File: src/rtl/ldpc_shift_pkg.sv
// Shared definitions for the LDPC shift generators: default widths, frame
// state encoding and barrel-rotation direction.
package ldpc_shift_pkg;

    localparam int SHIFT_WIDTH_DEF = 9;
    localparam int REF_WIDTH_DEF   = 9;

    typedef enum logic {
        IDLE   = 1'b0,
        ACTIVE = 1'b1
    } frame_state_t;

    typedef enum logic {
        FWD = 1'b0,
        REV = 1'b1
    } rot_dir_t;

endpackage

File: src/rtl/shift_wrap_dir.sv
// Combinational wrap-around delta and shortest-rotation selection. The two
// halves are independent so the parent can register between them.
module shift_wrap_dir
    import ldpc_shift_pkg::*;
#(
    parameter int SHIFT_WIDTH = SHIFT_WIDTH_DEF,
    parameter int AW          = SHIFT_WIDTH + 1
) (
    input  logic [AW-1:0]          c,
    input  logic [AW-1:0]          prev,
    input  logic [AW-1:0]          w_cur,
    output logic [AW-1:0]          d,
    input  logic [AW-1:0]          d_reg,
    input  logic [AW-1:0]          w_reg,
    input  logic [AW-1:0]          half_reg,
    output logic [SHIFT_WIDTH-1:0] mag,
    output rot_dir_t               dir
);

    // c < W and prev < W, so c + W - prev never exceeds AW bits.
    always_comb begin
        d = c - prev;
        if (c < prev) begin
            d = c + w_cur - prev;
        end
    end

    always_comb begin
        mag = SHIFT_WIDTH'(d_reg);
        dir = FWD;
        if (d_reg > half_reg) begin
            mag = SHIFT_WIDTH'(w_reg - d_reg);
            dir = REV;
        end
    end

endmodule

File: src/rtl/shift_delta_gen.sv
// Converts cumulative per-layer shifts into relative rotations (magnitude and
// direction) through a two-stage stallable pipeline with frame tracking.
module shift_delta_gen
    import ldpc_shift_pkg::*;
#(
    parameter int SHIFT_WIDTH = SHIFT_WIDTH_DEF,
    parameter int REF_WIDTH   = REF_WIDTH_DEF
) (
    input  logic                   sys_clk,
    input  logic                   rstn,
    input  logic [SHIFT_WIDTH-1:0] cum_shift_i,
    input  logic                   cum_valid_i,
    output logic                   cum_ready_o,
    input  logic                   cum_sof_i,
    input  logic                   cum_eof_i,
    input  logic [REF_WIDTH-1:0]   directRef_reconfig_i,
    input  logic [REF_WIDTH-1:0]   leqRef_reconfig_i,
    output logic [SHIFT_WIDTH-1:0] shift_mag_o,
    output logic                   shift_dir_o,
    output logic                   delta_valid_o,
    input  logic                   delta_ready_i,
    output logic                   delta_sof_o,
    output logic                   delta_eof_o,
    output logic                   range_err_o
);

    localparam int AW = SHIFT_WIDTH + 1;

    frame_state_t state_reg, state_next;
    logic         run_reg;
    logic [AW-1:0] w_reg, half_reg, prev_reg;

    logic          s1_valid_reg, s1_sof_reg, s1_eof_reg, s1_err_reg;
    logic [AW-1:0] s1_d_reg, s1_w_reg, s1_half_reg;

    logic                   s2_valid_reg, s2_sof_reg, s2_eof_reg, s2_err_reg;
    logic [SHIFT_WIDTH-1:0] s2_mag_reg;
    rot_dir_t               s2_dir_reg;

    logic          advance, accept, take, range_hit;
    logic [AW-1:0] w_in, half_in, w_cur, half_cur, prev_cur, cum_ext, c, d;
    logic [SHIFT_WIDTH-1:0] mag;
    rot_dir_t      dir;

    // run_reg keeps ready low during reset and for the release edge itself.
    assign advance     = run_reg & (~s2_valid_reg | delta_ready_i);
    assign cum_ready_o = advance;
    assign accept      = cum_valid_i & advance;
    assign take        = accept & (cum_sof_i | (state_reg == ACTIVE));

    always_comb begin
        w_in      = AW'(directRef_reconfig_i);
        half_in   = AW'(leqRef_reconfig_i);
        w_cur     = cum_sof_i ? w_in    : w_reg;
        half_cur  = cum_sof_i ? half_in : half_reg;
        prev_cur  = cum_sof_i ? '0      : prev_reg;
        cum_ext   = {1'b0, cum_shift_i};
        range_hit = (cum_ext >= w_cur);
        c         = range_hit ? (cum_ext - w_cur) : cum_ext;
    end

    shift_wrap_dir #(
        .SHIFT_WIDTH (SHIFT_WIDTH),
        .AW          (AW)
    ) u_wrap_dir (
        .c        (c),
        .prev     (prev_cur),
        .w_cur    (w_cur),
        .d        (d),
        .d_reg    (s1_d_reg),
        .w_reg    (s1_w_reg),
        .half_reg (s1_half_reg),
        .mag      (mag),
        .dir      (dir)
    );

    always_comb begin
        state_next = state_reg;
        if (accept) begin
            if (cum_sof_i) begin
                state_next = cum_eof_i ? IDLE : ACTIVE;
            end else if ((state_reg == ACTIVE) && cum_eof_i) begin
                state_next = IDLE;
            end
        end
    end

    always_ff @(posedge sys_clk or negedge rstn) begin
        if (!rstn) begin
            state_reg <= IDLE;
            run_reg   <= 1'b0;
            w_reg     <= '0;
            half_reg  <= '0;
            prev_reg  <= '0;
        end else begin
            state_reg <= state_next;
            run_reg   <= 1'b1;
            if (take) begin
                prev_reg <= c;
                if (cum_sof_i) begin
                    w_reg    <= w_in;
                    half_reg <= half_in;
                end
            end
        end
    end

    // W and W/2 ride with the sample so a restart in stage 1 cannot
    // disturb the older sample finishing in stage 2.
    always_ff @(posedge sys_clk or negedge rstn) begin
        if (!rstn) begin
            s1_valid_reg <= 1'b0;
            s1_sof_reg   <= 1'b0;
            s1_eof_reg   <= 1'b0;
            s1_err_reg   <= 1'b0;
            s1_d_reg     <= '0;
            s1_w_reg     <= '0;
            s1_half_reg  <= '0;
            s2_valid_reg <= 1'b0;
            s2_sof_reg   <= 1'b0;
            s2_eof_reg   <= 1'b0;
            s2_err_reg   <= 1'b0;
            s2_mag_reg   <= '0;
            s2_dir_reg   <= FWD;
        end else if (advance) begin
            s1_valid_reg <= take;
            s1_sof_reg   <= cum_sof_i;
            s1_eof_reg   <= cum_eof_i;
            s1_err_reg   <= range_hit;
            s1_d_reg     <= d;
            s1_w_reg     <= w_cur;
            s1_half_reg  <= half_cur;
            s2_valid_reg <= s1_valid_reg;
            s2_sof_reg   <= s1_sof_reg;
            s2_eof_reg   <= s1_eof_reg;
            s2_err_reg   <= s1_err_reg;
            s2_mag_reg   <= mag;
            s2_dir_reg   <= dir;
        end
    end

    assign delta_valid_o = s2_valid_reg;
    assign shift_mag_o   = s2_mag_reg;
    assign shift_dir_o   = s2_dir_reg;
    assign delta_sof_o   = s2_sof_reg;
    assign delta_eof_o   = s2_eof_reg;
    assign range_err_o   = s2_err_reg;

endmodule

File: config.mk
export PLATFORM = sky130hd
export DESIGN_NAME = shift_delta_gen
export DESIGN_NICKNAME = d
export VERILOG_FILES = /design/src/rtl/ldpc_shift_pkg.sv /design/src/rtl/shift_wrap_dir.sv /design/src/rtl/shift_delta_gen.sv
export SDC_FILE = /design/constraint.sdc
export NUM_CORES = 1
export LEC_CHECK = 0
export BUFFER_PORTS_ARGS = -buffer_cell sky130_fd_sc_hd__buf_2
export CAP_MARGIN = 20
export CORE_UTILIZATION = 40
export CTS_CLUSTER_DIAMETER = 200
export CTS_CLUSTER_SIZE = 24
export DETAILED_ROUTE_END_ITERATION = 16
export GPL_TIMING_DRIVEN = 0
export PLACE_DENSITY = 0.61
export SYNTH_ARGS = -nofsm -noshare
export SYNTH_HDL_FRONTEND = slang
export SYNTH_SLANG_ARGS = --single-unit
File: constraint.sdc
create_clock -name sys_clk -period 4.8 [get_ports sys_clk]
set_input_delay 0.24 -clock sys_clk [delete_from_list [all_inputs] [get_ports sys_clk]]
set_output_delay 0.24 -clock sys_clk [all_outputs]
set_load 0.1 [all_outputs]
# After elaboration in Yosys (flattened, before gate mapping)

Index checks and enable logic that the tools add are counted.

Word-level logic and storage cells: 45
Register bits: 79

$add $sub $neg: 5
Magnitude comparators: 3
Bitwise operators: 6
Reductions and logical operators: 3
Mux-type cells: 10

Operators with widths:

| cell                | count |
|---|---|
| $mux W10            | 5 |
| $sub A10 B10 Y10    | 2 |
| $add A10 B10 Y10    | 1 |
| $ge A9 B10 Y1       | 1 |
| $gt A10 B10 Y1      | 1 |
| $lt A10 B10 Y1      | 1 |
| $sub A9 B10 Y10     | 1 |
| $mux W9             | 1 |
| $sub A9 B9 Y9       | 1 |
| $mux W1             | 4 |
| $and A1 B1 Y1       | 3 |
| $or A1 B1 Y1        | 2 |
| $reduce_and A2 Y1   | 1 |
| $reduce_bool A2 Y1  | 1 |
| $logic_and A1 B1 Y1 | 1 |
| $not A1 Y1          | 1 |

# Depth between registers and ports, before layout

Gate-level depths: netlist (run 1).

Word-level depth: 6
Mapped depth: 24
Depth with buffers taken out: 21

# Hierarchy

From an unflattened synthesis (run 1), not the netlist that was laid out.

Cells, all modules: 694
Area total of the unflattened synthesis: 5,915.7 sq um

By module, submodules not included:

| module          | times used | area each (sq um) | cells an instance |
|---|---|---|---|
| shift_delta_gen | 1          | 3,962.6           | 416 |
| shift_wrap_dir  | 1          | 1,953.1           | 278 |

# Least setup slack after synthesis (run 1)

OpenSTA, ideal clock, no wires.

Path kind: input to register
From: input port cum_sof_i
To: register s1_d_reg[9]
Setup time: 0.149 ns
Buffers on the path: 2
Arrival time: 4.748 ns
Stages: 22
Setup slack: -0.097 ns
Cells stage by stage: clkbuf_1 -> buf_2 -> mux2i_1 -> inv_1 -> ha_1 -> fa_1 -> nor2b_4 -> o21ai_4 -> a31oi_2 -> o31ai_4 -> o21ai_0 -> inv_1 -> fa_1 -> inv_1 -> ha_1 -> a211oi_1 -> o21ai_0 -> a21oi_1 -> o21a_1 -> nand3b_1 -> nand4_1 -> o311ai_0

Longest elaborated chain between the ends: 6
Elaborated cells on any way between the ends: 10
Classes of those cells: 4 x add/sub; 2 x order compare; 4 x mux

Ends and longest elaborated chain:

| element                                                 | RTL line                                     | source |
|---|---|---|
| from (decl)                                             | shift_delta_gen.sv:14                        | `input logic cum_sof_i,` |
| $mux W10 *                                              | --                                           |  |
| net u_wrap_dir.w_cur[0]                                 | shift_wrap_dir.sv:11                         | `input logic [AW-1:0] w_cur,` |
| $sub A9 B10 Y10 / $ge A9 B10 Y1 (equally long branches) | shift_delta_gen.sv:59, shift_delta_gen.sv:58 |  |
| $mux W10 *                                              | shift_delta_gen.sv:59                        | `c = range_hit ? (cum_ext - w_cur) : cum_ext;` |
| net c[1]                                                | shift_delta_gen.sv:41                        | `logic [AW-1:0] w_in, half_in, w_cur, half_cur, prev_cur, cum_ext, c, d;` |
| $add A10 B10 Y10                                        | shift_wrap_dir.sv:24                         | `d = c + w_cur - prev;` |
| $sub A10 B10 Y10                                        | shift_wrap_dir.sv:24                         |  |
| $mux W10 *                                              | shift_wrap_dir.sv:23                         | `if (c < prev) begin` |
| to (signal assigned)                                    | shift_delta_gen.sv:116                       | `s1_d_reg <= '0;` |
| to (signal assigned)                                    | shift_delta_gen.sv:130                       | `s1_d_reg <= d;` |
| to (decl)                                               | shift_delta_gen.sv:34                        | `logic [AW-1:0] s1_d_reg, s1_w_reg, s1_half_reg;` |

The timed path passes the listed nets; every way through them passes the cells marked *.
A chain may end at the register's enable or synchronous reset.

# Worst setup path after layout (run 1)

From: register w_reg[0]
To: register s1_d_reg[0]

Longest elaborated chain between the ends: 6
Elaborated cells on any way between the ends: 9
Classes of those cells: 4 x add/sub; 2 x order compare; 3 x mux

Ends and longest elaborated chain:

| element                                                 | RTL line                                     | source |
|---|---|---|
| from (decl)                                             | shift_delta_gen.sv:31                        | `logic [AW-1:0] w_reg, half_reg, prev_reg;` |
| from (signal assigned)                                  | shift_delta_gen.sv:101                       | `w_reg <= w_in;` |
| $mux W10 *                                              | --                                           |  |
| net u_wrap_dir.w_cur[0]                                 | shift_wrap_dir.sv:11                         |  |
| $sub A9 B10 Y10 / $ge A9 B10 Y1 (equally long branches) | shift_delta_gen.sv:59, shift_delta_gen.sv:58 |  |
| $mux W10 *                                              | shift_delta_gen.sv:59                        |  |
| net c[0]                                                | shift_delta_gen.sv:41                        |  |
| $add A10 B10 Y10                                        | shift_wrap_dir.sv:24                         |  |
| $sub A10 B10 Y10                                        | shift_wrap_dir.sv:24                         |  |
| $mux W10 *                                              | shift_wrap_dir.sv:23                         |  |

Marks and branches as above.

==> results.md, run 1 <==
- Root Driver: clkbuf_16
- Rows: 42
- CTS tree: done
- Largest net degree at the start of global routing: between 40 and 50
- Drt drc: 0
- Reg-to-reg setup timing slack: roughly 320 ps
- RD Place Congestion: 0.835
- Final Instance Area: 6460 um^2
- Net Count, Synth: 697
- Die width: 119 um
- CTS Sinks: 79
- Crit path DAT: 4680 ps
- 1st-iter DRT viols: approximately 170
- Tcrit/Tclk final: 93.4%
- Worst skew pair latency: 340 ps
- Crit path capture type: flop
- Vias in the first global route: 4,592
- H-tree level count: 3
- Worst hold slack: 131 ps
- First-pass GRT wire length: 21.7 mm
- Setup Crit Path Kind: reg2reg
- HP Class: in2reg
- Die area: approximately 14,000 um^2
- Slew headroom: 45.7%
- Post-Synthesis Cells: 605
- Largest cells by area after synthesis: dfrtp_1 (36%), ha_1 (11%), nand2_1 (6.2%)
- Share of cells above drive strength 1: 18.0%
- Run status: finished, final reports clean
- CP startpoint: w_reg[0]
- Crit-path max FO: 10
- Cell area after synthesis: 5490 um^2
- Placeable core region: 13,300 um^2
- Hold endpoint: state_reg
- Synth top area share: a little over a third
- Final setup fails: 0
- Multi-input logic area: 3290 um^2
- Clock Pin Slew Worst Setup and Hold Paths: 60 ps
- Total number of vias: 4,344
- Post-synth EDFFs: 0
- Antenna violations before repair: 0
- Sequential cell area: 1980 um^2
- Clock Tree Buf Depth: 2
- Area grow syn2layout: 17.6%
- R2R depth: 23
- Shortest period the worst path allows: 4480 ps
- Worst reg2reg path endpoint: s1_d_reg[0]
- CTS buffer count: 9
- Async set-reset flop share out of synthesis: between 90% and 100%
- GRT Total Usage: about a fifth
- DRT Pass-1 Iters: 4
- Inserted Diodes: 0
- Number of hold violations in the final report: 0
- Clock skew: 8.33 ps
- Ports: 48
- Finished Core Util: about half
- Port Buf Inserts: 46
- Crit path launch type: flop
- Hold path cells: 2
- Leak: around 0.0031 uW
- Total power: 4750 uW
- Placed inst area: 5970 um^2
- Max Freq: 223 MHz
- Sequential share of the synthesized area: 36.0%
- Chip height: approximately 120 um
- WL/cell: 14.8 um
- DR vias/cell: ~5.1
- Warning count from the yosys run: 0
- HP Start: cum_eof_i
- Commonest cells post-synth: nand2_1 (91), dfrtp_1 (79), inv_1 (67), o21ai_0 (64), ha_1 (47)
- Antenna viol nets, final: 0
- Global route overflow: 0
- DP HPWL: 10.1 mm
- Post-Route WL: 12.6 mm
- Yosys reg bits: 79
- Peak supply drop: 0.291 mV
- Layout Nets: 765
- Starting density of the core: 41.3%
- Unique masters post-synth: 63
- Power per Cell Area: 735 nW/um^2
- Max Cap Violations: 0
- Reg-to-Reg Start: w_reg[0]
- Most frequent cell after synthesis: nand2_1
- RSZ-0062 raised after global routing: no
- Largest area contributor in the netlist: dfrtp_1
- Worst Tran Pin Value: between 800 and 900 ps
- Critical Path RT: 5000 ps
- Top FF cell, synth: dfrtp_1
- Synthesized area per cell: 9.08 um^2
- Fillcell total: 1,295
- Final Max Tran Viols: 0
## layer usage
metal / share of wire [%] / global-route usage, % / vias to the layer above
met4: 1.9 / 6.41 / 0
li1: - / - / 2194
met2: 48 / 33.9 / 77
met5: 0 / 0 / -
met3: 3.7 / 3.59 / 14
met1: 46 / 24.1 / 2059
## where the power goes
group	total, uW	internal (uW)	switching (uW)
Sequential	1050	892	160
Clock	627	353	275
Combinational	3070	1240	1830
Total	4750	2490	2260
## per-stage QoR
stage	cells	TNS (ps)	setup slack (ps)
3_5_place_dp	828	-6830	-910
5_1_grt	854	0	5.59
4_1_cts	850	0	48.1
3_3_place_gp	827	-5320	-729
6_report	854	0	317
2_1_floorplan	605	0	38.7
## area by class of cell
type / instances / share of cell area [%]
buffer: 21 / 1.96
multi-input combinational: 438 / 50.8
timing repair buffer: 57 / 5.11
sequential: 79 / 30.6
tap: 176 / 3.41
inverter: 67 / 3.89
clock inverter: 6 / 0.678
clock buffer: 10 / 3.54
## cells by family after synthesis
group / Yosys count / synth area share (%)
AND/OR/NAND/NOR: 174 / 14.5
AO/OA/AOI/OAI: 142 / 16.6
buffers and inverters: 88 / 6.74
flip-flops: 79 / 36.0
adder cells (fa/ha/maj): 59 / 15.1
multiplexers: 39 / 7.40
XOR/XNOR: 23 / 3.67
other: 1 / 0.0683
## what timing repair did
action                     in CTS  in global routing
buffers inserted                4                  4
pin swaps                       2                  6
setup endpoints to repair      10                 10
hold buffers                    1                  0
gates cloned                    1                  0
resized for setup              18                 11
hold endpoints to repair       39                  0
## worst max-delay path by stage
stage                             end  slack, ps  cells after the start
after floorplan           s1_d_reg[9]         40                     22
after detailed placement  s1_d_reg[9]       -910                     21
after global placement    s1_d_reg[9]       -730                     22
after CTS                 s1_d_reg[9]         50                     20
final                     s1_d_reg[0]        320                     23
after global routing      s1_d_reg[9]          6                     18
## worst max-delay path: stages, from the launching register on
cell     delay (ps)
dfrtp_1         400
mux2i_4         170
inv_1            70
ha_1            210
fa_1            430
nor2b_4         160
o21ai_4          80
a31oi_4         240
o31ai_4         150
buf_4           170
nand2_1          50
o21ai_1         140
inv_1            90
ha_1            140
inv_1            60
fa_1            410
a21oi_2         180
o21ai_0         140
o22a_2          290
a31oi_4         300
buf_8           170
nor2_1           40
a21oi_1         140
o21ai_0          90
## cell usage in the layout, fill, tap and decap left out, drive strengths merged, types with 3 or more instances in the layout
master / count
o21ai: 71
xnor2: 13
nand2b: 14
clkinv: 3
mux2: 13
ha: 47
clkbuf: 25
dfrtp: 79
fa: 12
a211oi: 3
mux2i: 26
xor2: 10
o31ai: 3
inv: 69
o31a: 3
buf: 62
o211ai: 4
nand3: 7
nand4: 3
o21a: 8
a31oi: 5
a21o: 6
nor2: 29
nor2b: 9
a21oi: 25
nor3: 8
nand2: 92
(Power assumes the default switching activity.)
==> run 2: changes to the inputs <==
--- a/config.mk
+++ b/config.mk
@@ -12,7 +12,6 @@
 export CTS_CLUSTER_SIZE = 24
 export DETAILED_ROUTE_END_ITERATION = 16
 export GPL_TIMING_DRIVEN = 0
-export PLACE_DENSITY = 0.61
 export SYNTH_ARGS = -nofsm -noshare
 export SYNTH_HDL_FRONTEND = slang
 export SYNTH_SLANG_ARGS = --single-unit
==> run 2 against run 1 <==
Maximum frequency shrank 1.0%. Via count shrank 0.35%. Die area is the same. Register-to-register slack lost 50 ps. First-iteration DRC count shrank 14%. Flip-flop and latch count is the same. Sequential share of layout area is essentially flat. Non-clock buffer count shrank 4. Worst hold slack gained 13 ps. Sequential power is essentially flat.
==> results.md, run 2 (synthesis results as in run 1) <==
- Port Buf Inserts: 46 (unchanged)
- Run status: finished, final reports clean (unchanged)
- HP Class: in2reg (unchanged)
- Layout Nets: 761 (was 765)
- Rows: 42 (unchanged)
- WP buf/inv: 3 (was 5)
- DRT Pass-1 Iters: 4 (unchanged)
- Final Max Tran Viols: 0 (unchanged)
- Worst Tran Pin Value: 820 ps (was 812 ps)
- Ports: 48 (unchanged)
- Die area: 14,200 um^2 (unchanged)
- Area grow syn2layout: 17.6% (about the same)
- Total number of vias: 4,329 (was 4,344)
- Starting density of the core: 41.3% (unchanged)
- Die width: 119 um (unchanged)
- CTS tree: done (unchanged)
- CTS Sinks: 79 (unchanged)
- Drt drc: 0 (unchanged)
- Clock skew: 5.44 ps (was 8.33 ps)
- Critical Path RT: 5020 ps (was 5000 ps)
- Inserted Diodes: 0 (unchanged)
- Vias in the first global route: 4,473 (was 4,592)
- WL/cell: 14.9 um (was 14.8 um)
- Placeable core region: 13,300 um^2 (unchanged)
- Commonest non-fill, non-tap cell in the layout: nand2_1 (unchanged)
- First-pass GRT wire length: 21.5 mm (was 21.7 mm)
- GRT Total Usage: 19.3% (was 19.5%)
- CP peak stage delay: 450 ps (was 430 ps)
- Cells along the critical path: mux2i_2, ha_1, nand4_1, a31oi_4, o31ai_4, buf_6, mux2i_2, inv_1, ha_1, o21a_1, o21a_1, o22a_2, a31oi_4, buf_8, mux2i_1, a21oi_1 (was mux2i_4, inv_1, ha_1, fa_1, nor2b_4, o21ai_4, a31oi_4, o31ai_4, buf_4, nand2_1, o21ai_1, inv_1, ha_1, inv_1, fa_1, a21oi_2, o21ai_0, o22a_2, a31oi_4, buf_8, nor2_1, a21oi_1, o21ai_0)
- Share of cells above drive strength 1: 17.1% (was 18.0%)
- Antenna violations before repair: 0 (unchanged)
- DR vias/cell: 5.10 (was 5.09)
- Antenna viol nets, final: 0 (unchanged)
- Tcrit/Tclk final: 94.4% (was 93.4%)
- Most used cells in the layout excluding fill and tap cells: nand2_1 (91), dfrtp_1 (79), inv_1 (67), o21ai_0 (61) (was nand2_1 (91), dfrtp_1 (79), inv_1 (67), o21ai_0 (61), buf_2 (47))
- Fillcell total: 1,275 (was 1,295)
- Clock Tree Buf Depth: 2 (unchanged)
- Pre-CTS WS: -886 ps (was -910 ps)
- Setup Crit Path Kind: reg2reg (unchanged)
- H-tree level count: 3 (unchanged)
- Sequential cell area: 1980 um^2 (unchanged)
- CTS buffer count: 9 (unchanged)
- 1st-iter DRT viols: 143 (was 167)
- Crit-path slowest cell: o31ai_4 (was fa_1)
- Peak supply drop: 0.270 mV (was 0.291 mV)
- Power per Cell Area: 751 nW/um^2 (was 735 nW/um^2)
- Post-Route WL: 12.7 mm (was 12.6 mm)
- Crit path capture type: flop (unchanged)
- Slew headroom: 45.1% (was 45.7%)
- Root Driver: clkbuf_16 (unchanged)
- Number of hold violations in the final report: 0 (unchanged)
- Max Freq: 221 MHz (was 223 MHz)
- Leak: 0.00313 uW (about the same)
- Global route overflow: 0 (unchanged)
- Worst skew pair latency: 340 ps (about the same)
- DP HPWL: 9.97 mm (was 10.1 mm)
- Crit-path leading delay family: compound AO/OA/AOI/OAI gates (unchanged)
- Slack of the critical path: 270 ps (was 317 ps)
- Chip height: 119 um (unchanged)
- Total power: 4860 uW (was 4750 uW)
- Multi-input logic area: 3250 um^2 (was 3290 um^2)
- Shortest period the worst path allows: 4530 ps (was 4480 ps)
- Max Cap Violations: 0 (unchanged)
- Non-Filler Instances: 849 (was 854)
- RSZ-0062 raised after global routing: yes (was no)
- Crit path DAT: 4750 ps (was 4680 ps)
- Largest net degree at the start of global routing: 42 (was 41)
- Clock Pin Slew Worst Setup and Hold Paths: 60 ps (about the same)
- RD Place Congestion: 0.851 (was 0.835)
- Placed cells: 828 (unchanged)
- Crit-path max FO: 10 (unchanged)
- Final setup fails: 0 (unchanged)
- Crit path launch type: flop (unchanged)
run 2: layout make-up:
class | count | share of cell area [%]
sequential | 79 | 30.6
buffer | 21 | 1.96
timing repair buffer | 53 | 4.65
clock inverter | 5 | 1.65
clock buffer | 10 | 3.54
tap | 176 | 3.41
multi-input combinational | 438 | 50.3
inverter | 67 | 3.89
run 2: routing by layer:
layer  track usage (%)  share of wire (%)  up-vias
met2              33.0                 48       73
met4              6.17                1.7        0
met5                 0                  0        -
met1              24.9                 47     2058
li1                  -                  -     2178
met3              2.97                3.0       20
run 2: final timing paths:
kind | to | cells past startpoint | slack, ps | start
max | s1_d_reg[7] | 16 | 270 | w_reg[3]
min | half_reg[3] | 2 | 140 | leqRef_reconfig_i[3]
max reg2reg | s1_d_reg[7] | 16 | 270 | w_reg[3]
min reg2reg | shift_mag_o[0] | 2 | 460 | shift_mag_o[0]
max in group asynchronous | w_reg[4] | 3 | 3800 | rstn
min in group asynchronous | s1_half_reg[4] | 2 | 410 | rstn
run 2: power breakdown:
group | switching, uW | leakage, uW | internal [uW]
clock network | 275 | 0.000159 | 507
logic | 1810 | 0.00200 | 1210
registers | 159 | 0.000979 | 892
total | 2250 | 0.00313 | 2610
run 2: what timing repair did:
item,CTS,global route
cloned,1,0
buffers inserted,1,3
hold buffers,1,0
pin swaps,2,4
setup endpoints to repair,10,10
endpoints found under the hold margin,38,0
gates resized for setup,17,8
run 2: metrics by stage:
step | utilization [%] | TNS [ps] | area (um^2) | hold slack (ps)
CTS | 48.2 | 0 | 6400 | 138
detailed placement | 44.9 | -6870 | 5970 | 244
global placement | 44.7 | -5510 | 5940 | 449
finish | 48.6 | 0 | 6460 | 144
floorplan | - | 0 | 5490 | -55.6
global route | 48.6 | -75.5 | 6460 | 135
